[src/rtl/dual_pe_mem_arbiter.sv]
// Two-PE arbiter in front of a dual-port data memory. Each PE gets its own
// memory port. Requests are serialized only when both PEs hit the same
// in-range word and at least one of them is a store. A toggling priority
// pointer takes turns on such conflicts. Responses are registered one cycle
// after acceptance and are held while the PE back-pressures.
module dual_pe_mem_arbiter #(
    parameter int ADDR_W = 10
) (
    input  logic        clk,
    input  logic        rst,
    input  logic        p1_req_valid,
    input  logic        p2_req_valid,
    output logic        p1_req_ready,
    output logic        p2_req_ready,
    input  logic        p1_req_we,
    input  logic        p2_req_we,
    input  logic [31:0] p1_req_addr,
    input  logic [31:0] p2_req_addr,
    input  logic [31:0] p1_req_wdata,
    input  logic [31:0] p2_req_wdata,
    output logic        p1_rsp_valid,
    output logic        p2_rsp_valid,
    input  logic        p1_rsp_ready,
    input  logic        p2_rsp_ready,
    output logic [31:0] p1_rsp_rdata,
    output logic [31:0] p2_rsp_rdata,
    output logic        p1_rsp_err,
    output logic        p2_rsp_err,
    output logic        mem_we1,
    output logic        mem_we2,
    output logic [31:0] mem_a1,
    output logic [31:0] mem_a2,
    output logic [31:0] mem_wd1,
    output logic [31:0] mem_wd2,
    input  logic [31:0] mem_rd1,
    input  logic [31:0] mem_rd2,
    output logic [15:0] conflict_cnt
);
    localparam int NPE = 2;

    // Per-PE views of the flat port list; index 0 is PE1, index 1 is PE2.
    logic [NPE-1:0]       req_v, req_we, rsp_rdy, in_rng, grant, rdy, acc, we;
    logic [NPE-1:0][31:0] req_addr, req_wd, rd, ma, mwd;

    logic [NPE-1:0]       rsp_valid_q, rsp_err_q;
    logic [NPE-1:0][31:0] rsp_rdata_q;

    logic        prio_q, prio_d;
    logic [15:0] cnt_q, cnt_d;
    logic        conflict, prio_acc;

    assign req_v    = {p2_req_valid, p1_req_valid};
    assign req_we   = {p2_req_we, p1_req_we};
    assign rsp_rdy  = {p2_rsp_ready, p1_rsp_ready};
    assign req_addr = {p2_req_addr, p1_req_addr};
    assign req_wd   = {p2_req_wdata, p1_req_wdata};
    assign rd       = {mem_rd2, mem_rd1};

    // Same-word hazard. Two loads to one word are harmless. Out-of-range
    // requests never touch memory, so they cannot collide.
    assign conflict = (&req_v) && (&in_rng) && (|req_we) &&
                      (req_addr[0][ADDR_W-1:0] == req_addr[1][ADDR_W-1:0]);

    assign grant[0] = ~conflict | ~prio_q;
    assign grant[1] = ~conflict |  prio_q;

    for (genvar g = 0; g < NPE; g++) begin : g_pe
        assign in_rng[g] = (req_addr[g][31:ADDR_W] == '0);
        // Accept only when granted and the response slot is free or draining.
        assign rdy[g]    = grant[g] & (~rsp_valid_q[g] | rsp_rdy[g]) & ~rst;
        assign acc[g]    = req_v[g] & rdy[g];
        assign we[g]     = acc[g] & req_we[g] & in_rng[g];
        assign ma[g]     = req_v[g] ? {{(32-ADDR_W){1'b0}}, req_addr[g][ADDR_W-1:0]} : '0;
        assign mwd[g]    = req_v[g] ? req_wd[g] : '0;

        // Response slot: a new acceptance overwrites; otherwise drain on ready.
        always_ff @(posedge clk or posedge rst) begin
            if (rst) begin
                rsp_valid_q[g] <= 1'b0;
                rsp_rdata_q[g] <= '0;
                rsp_err_q[g]   <= 1'b0;
            end else if (acc[g]) begin
                rsp_valid_q[g] <= 1'b1;
                rsp_rdata_q[g] <= (~req_we[g] & in_rng[g]) ? rd[g] : '0;
                rsp_err_q[g]   <= ~in_rng[g];
            end else if (rsp_rdy[g]) begin
                rsp_valid_q[g] <= 1'b0;
            end
        end
    end

    // A conflict is only resolved once the favoured PE is actually accepted.
    always_comb begin
        prio_acc = conflict & (prio_q ? acc[1] : acc[0]);
        prio_d   = prio_q ^ prio_acc;
        cnt_d    = cnt_q;
        if (prio_acc && cnt_q != 16'hFFFF) cnt_d = cnt_q + 16'd1;
    end

    // Priority pointer and saturating conflict counter.
    always_ff @(posedge clk or posedge rst) begin
        if (rst) begin
            prio_q <= 1'b0;
            cnt_q  <= '0;
        end else begin
            prio_q <= prio_d;
            cnt_q  <= cnt_d;
        end
    end

    assign p1_req_ready = rdy[0];
    assign p2_req_ready = rdy[1];
    assign mem_we1      = we[0];
    assign mem_we2      = we[1];
    assign mem_a1       = ma[0];
    assign mem_a2       = ma[1];
    assign mem_wd1      = mwd[0];
    assign mem_wd2      = mwd[1];
    assign p1_rsp_valid = rsp_valid_q[0];
    assign p2_rsp_valid = rsp_valid_q[1];
    assign p1_rsp_rdata = rsp_rdata_q[0];
    assign p2_rsp_rdata = rsp_rdata_q[1];
    assign p1_rsp_err   = rsp_err_q[0];
    assign p2_rsp_err   = rsp_err_q[1];
    assign conflict_cnt = cnt_q;
endmodule

[config.mk]
export PLATFORM = sky130hd
export DESIGN_NAME = dual_pe_mem_arbiter
export DESIGN_NICKNAME = d
export VERILOG_FILES = /design/src/rtl/dual_pe_mem_arbiter.sv
export SDC_FILE = /design/constraint.sdc
export NUM_CORES = 1
export LEC_CHECK = 0
export BUFFER_PORTS_ARGS = -buffer_cell sky130_fd_sc_hd__buf_2
export CORE_AREA = 4 4 160 162
export DETAILED_ROUTE_END_ITERATION = 12
export DIE_AREA = 0 0 164 166
export GPL_ROUTABILITY_DRIVEN = 1
export MAX_ROUTING_LAYER = met4
export SYNTH_ARGS = -nofsm -noshare
export SYNTH_HDL_FRONTEND = slang
export SYNTH_SLANG_ARGS = --single-unit
export TNS_END_PERCENT = 5
[constraint.sdc]
create_clock -name clk -period 9.53 [get_ports clk]
set_input_delay 1.906 -clock clk [delete_from_list [all_inputs] [get_ports clk]]
set_output_delay 1.906 -clock clk [all_outputs]
set_load 0.1 [all_outputs]
==> qor.csv <==
metric,value,unit
status,finished clean,
Mapped Cells,427,
first-pass GRT wire length,26000,um
Fin Hold WS,487,ps
Final Hold Violating Endpoints,0,
Worst-Margin Slew,929,ps
post-layout util,28.4,%
Lkg Pwr,3.91,nW
Remaining DRCs,0,
clk root buf,clkbuf_16,
routability cong.,0.842,
via count,4401,
Tcrit/Tclk final,63.2,%
layout cell share with drive strength beyond 1,50.3,%
Post-Route Setup TNS,0,ps
yosys synthesis warning count,0,
hold_buf cts,0,
mean post-synth cell area,10.6,um2
critical path required time,7620,ps
I/O Buffers,371,
Crit path largest cell delay,480,ps
Starting Density,18.8,%
"FF+latch count, synth",85,
Post-DP HPWL,14700,um
final instance area,6860,um2
reg-to-reg setup timing slack,7090,ps
slowest CP cell,buf_2,
Fmax,166,MHz
Worst-path clk slew,70,ps
post-synthesis sequential area ratio,46.9,%
critical path's most frequent cell,buf_2,
H-tree levels,3,
Vias/cell,3.93,
mapped cell area,4530,um2
final worst slack,3500,ps
Num CTS Buffers,9,
Die X,164,um
Die Y-Extent,166,um
slew margin rel.,37.6,%
pre-CTS WS,3430,ps
Ports,416,
vias in the first global route,4368,
Post-CTS Resized,0,
row count,57,
RSZ-0062 raised after global routing,no,
GRT Total Usage,13.0,%
largest net degree at the start of global routing,49,
CTS sink cnt,85,
synthesis-to-finish area growth,51.3,%
Skew-Pair Late Insertion Delay,340,ps
CP Data Arrival Time,4120,ps
"Distinct cells, synth",36,
postcts setup bufs,0,
core area,24100,um2
GRT overflow,0,
First-pass DRT Iterations,4,
"Min Clock Period, post-route",6030,ps
pwr dens,160,nW/um2
Slew Limit Fails,0,
Worst Skew,10.6,ps
final net count,991,
Hold/Removal Path Class,flop to flop,
"Max FO, Critical Path",45,
initial DRC count,149,
Max Cap Viol,0,
CP Launch Type,primary input,
detailed-route wire length,18000,um
worst vdd ir,0.0807,mV
routed len/inst,16.1,um
CP endpoint kind,output port,
antenna violations before repair,2,
crit-path cells,"buf_2, o211ai_1, nor4_2, nand4b_1, nor2_4, nand3_1, and3_1, buf_2",
Detail Route Antenna Nets,0,
Setup Viol. Count Final,0,
crit path kind,primary input to output port,
placed cell areas,6530,um2
CTS tree,built,
die area,27200,um2
maximum buffer depth of the clock tree,2,
[where the power goes]
group	leakage (nW)	internal, W	switching [W]	total, W
clock network	0.156	0.000255	0.000144	0.000400
logic	2.58	0.0000565	0.000278	0.000334
registers	1.17	0.000362	0.000000847	0.000362
total	3.91	0.000673	0.000423	0.00110
[path summary, 6_finish.rpt]
check	from	to	depth (start not counted)
max	p1_req_valid	mem_we1	8
min	p1_rsp_err	p1_rsp_err	1
max reg2reg	conflict_cnt[0]	conflict_cnt[1]	6
min reg2reg	p1_rsp_err	p1_rsp_err	1
max in group asynchronous	rst	p1_rsp_rdata[16]	4
min in group asynchronous	rst	p2_rsp_valid	3
[synth_stat cells (all sizes together)]
cell,instances,area share (%)
a2111oi,2,0.80
a22o,64,12
a22oi,1,0.17
a31o,2,0.39
and2,86,12
and3,3,0.41
and4,1,0.19
and4b,1,0.22
buf,61,10
clkbuf,8,0.66
conb,1,0.083
dfrtp,85,47
ha,1,0.28
inv,4,0.33
mux2,3,0.75
nand2,13,1.1
nand2b,2,0.28
nand3,10,1.1
nand4,8,1.1
nand4b,1,0.19
nor2,19,1.7
nor3,4,0.44
nor4,16,2.6
o211ai,1,0.17
o21a,1,0.17
o21ai,2,0.22
or2,2,0.33
xnor2,2,0.39
xor2,23,4.4
[critical path: cells and delay by family]
| kind | cells | cell delay [ps] |
|---|---|---|
| simple gates | 5 | 1190 |
| buf+inv | 2 | 790 |
| compound gates | 1 | 220 |
[sequential cells by signal, indices dropped and copies added (netlist names)]
register and flops:
p1_rsp_rdata 32, p2_rsp_rdata 32, conflict_cnt 16, p1_rsp_err 1, p1_rsp_valid 1, p2_rsp_err 1, p2_rsp_valid 1, prio_q 1
[routing by layer]
layer  track usage (%)  vias to the layer above  share of wire, %
li1                  -                     2133                 -
met1              16.1                     2058                42
met2              21.9                      201                51
met3              2.63                        9               6.2
met4              2.74                        0              0.82
met5                 -                        -                 0
[layout make-up]
type	count	area, um2
inverter	4	17.5
sequential	85	2130
timing repair buffer	378	1910
fill	2630	17200
tap	324	405
clock buffer	11	233
clock inverter	4	97.6
antenna	1	2.50
multi-input combinational	312	2070
[through the flow]
step,power (W),cells
global route,0.00115,1119
floorplan,0.000645,470
global placement,0.000705,1103
detailed placement,0.000706,1103
finish,0.00110,1119
CTS,0.00112,1118
[layout by cell type (no fill, tap or decap), types with 7 or more instances in the layout]
cell	count
dfrtp_1	85
xor2_1	23
buf_4	7
nand4_1	8
nand3_1	10
nand2_1	13
buf_2	371
nor2_1	18
nor4_1	13
conb_1	44
a22o_1	64
clkbuf_16	9
and2_1	86
[cells by family after synthesis]
kind of cell,share of synthesized area (%)
muxes,0.745
adders and majority gates,0.276
AOI/OAI and AO/OA,14.3
xor gates and xnor gates,4.83
and+or+nand+nor,21.6
DFF,46.9
other,0.0827
buffers and inverters,11.3
No activity file was read; power rests on OpenSTA's default activity.
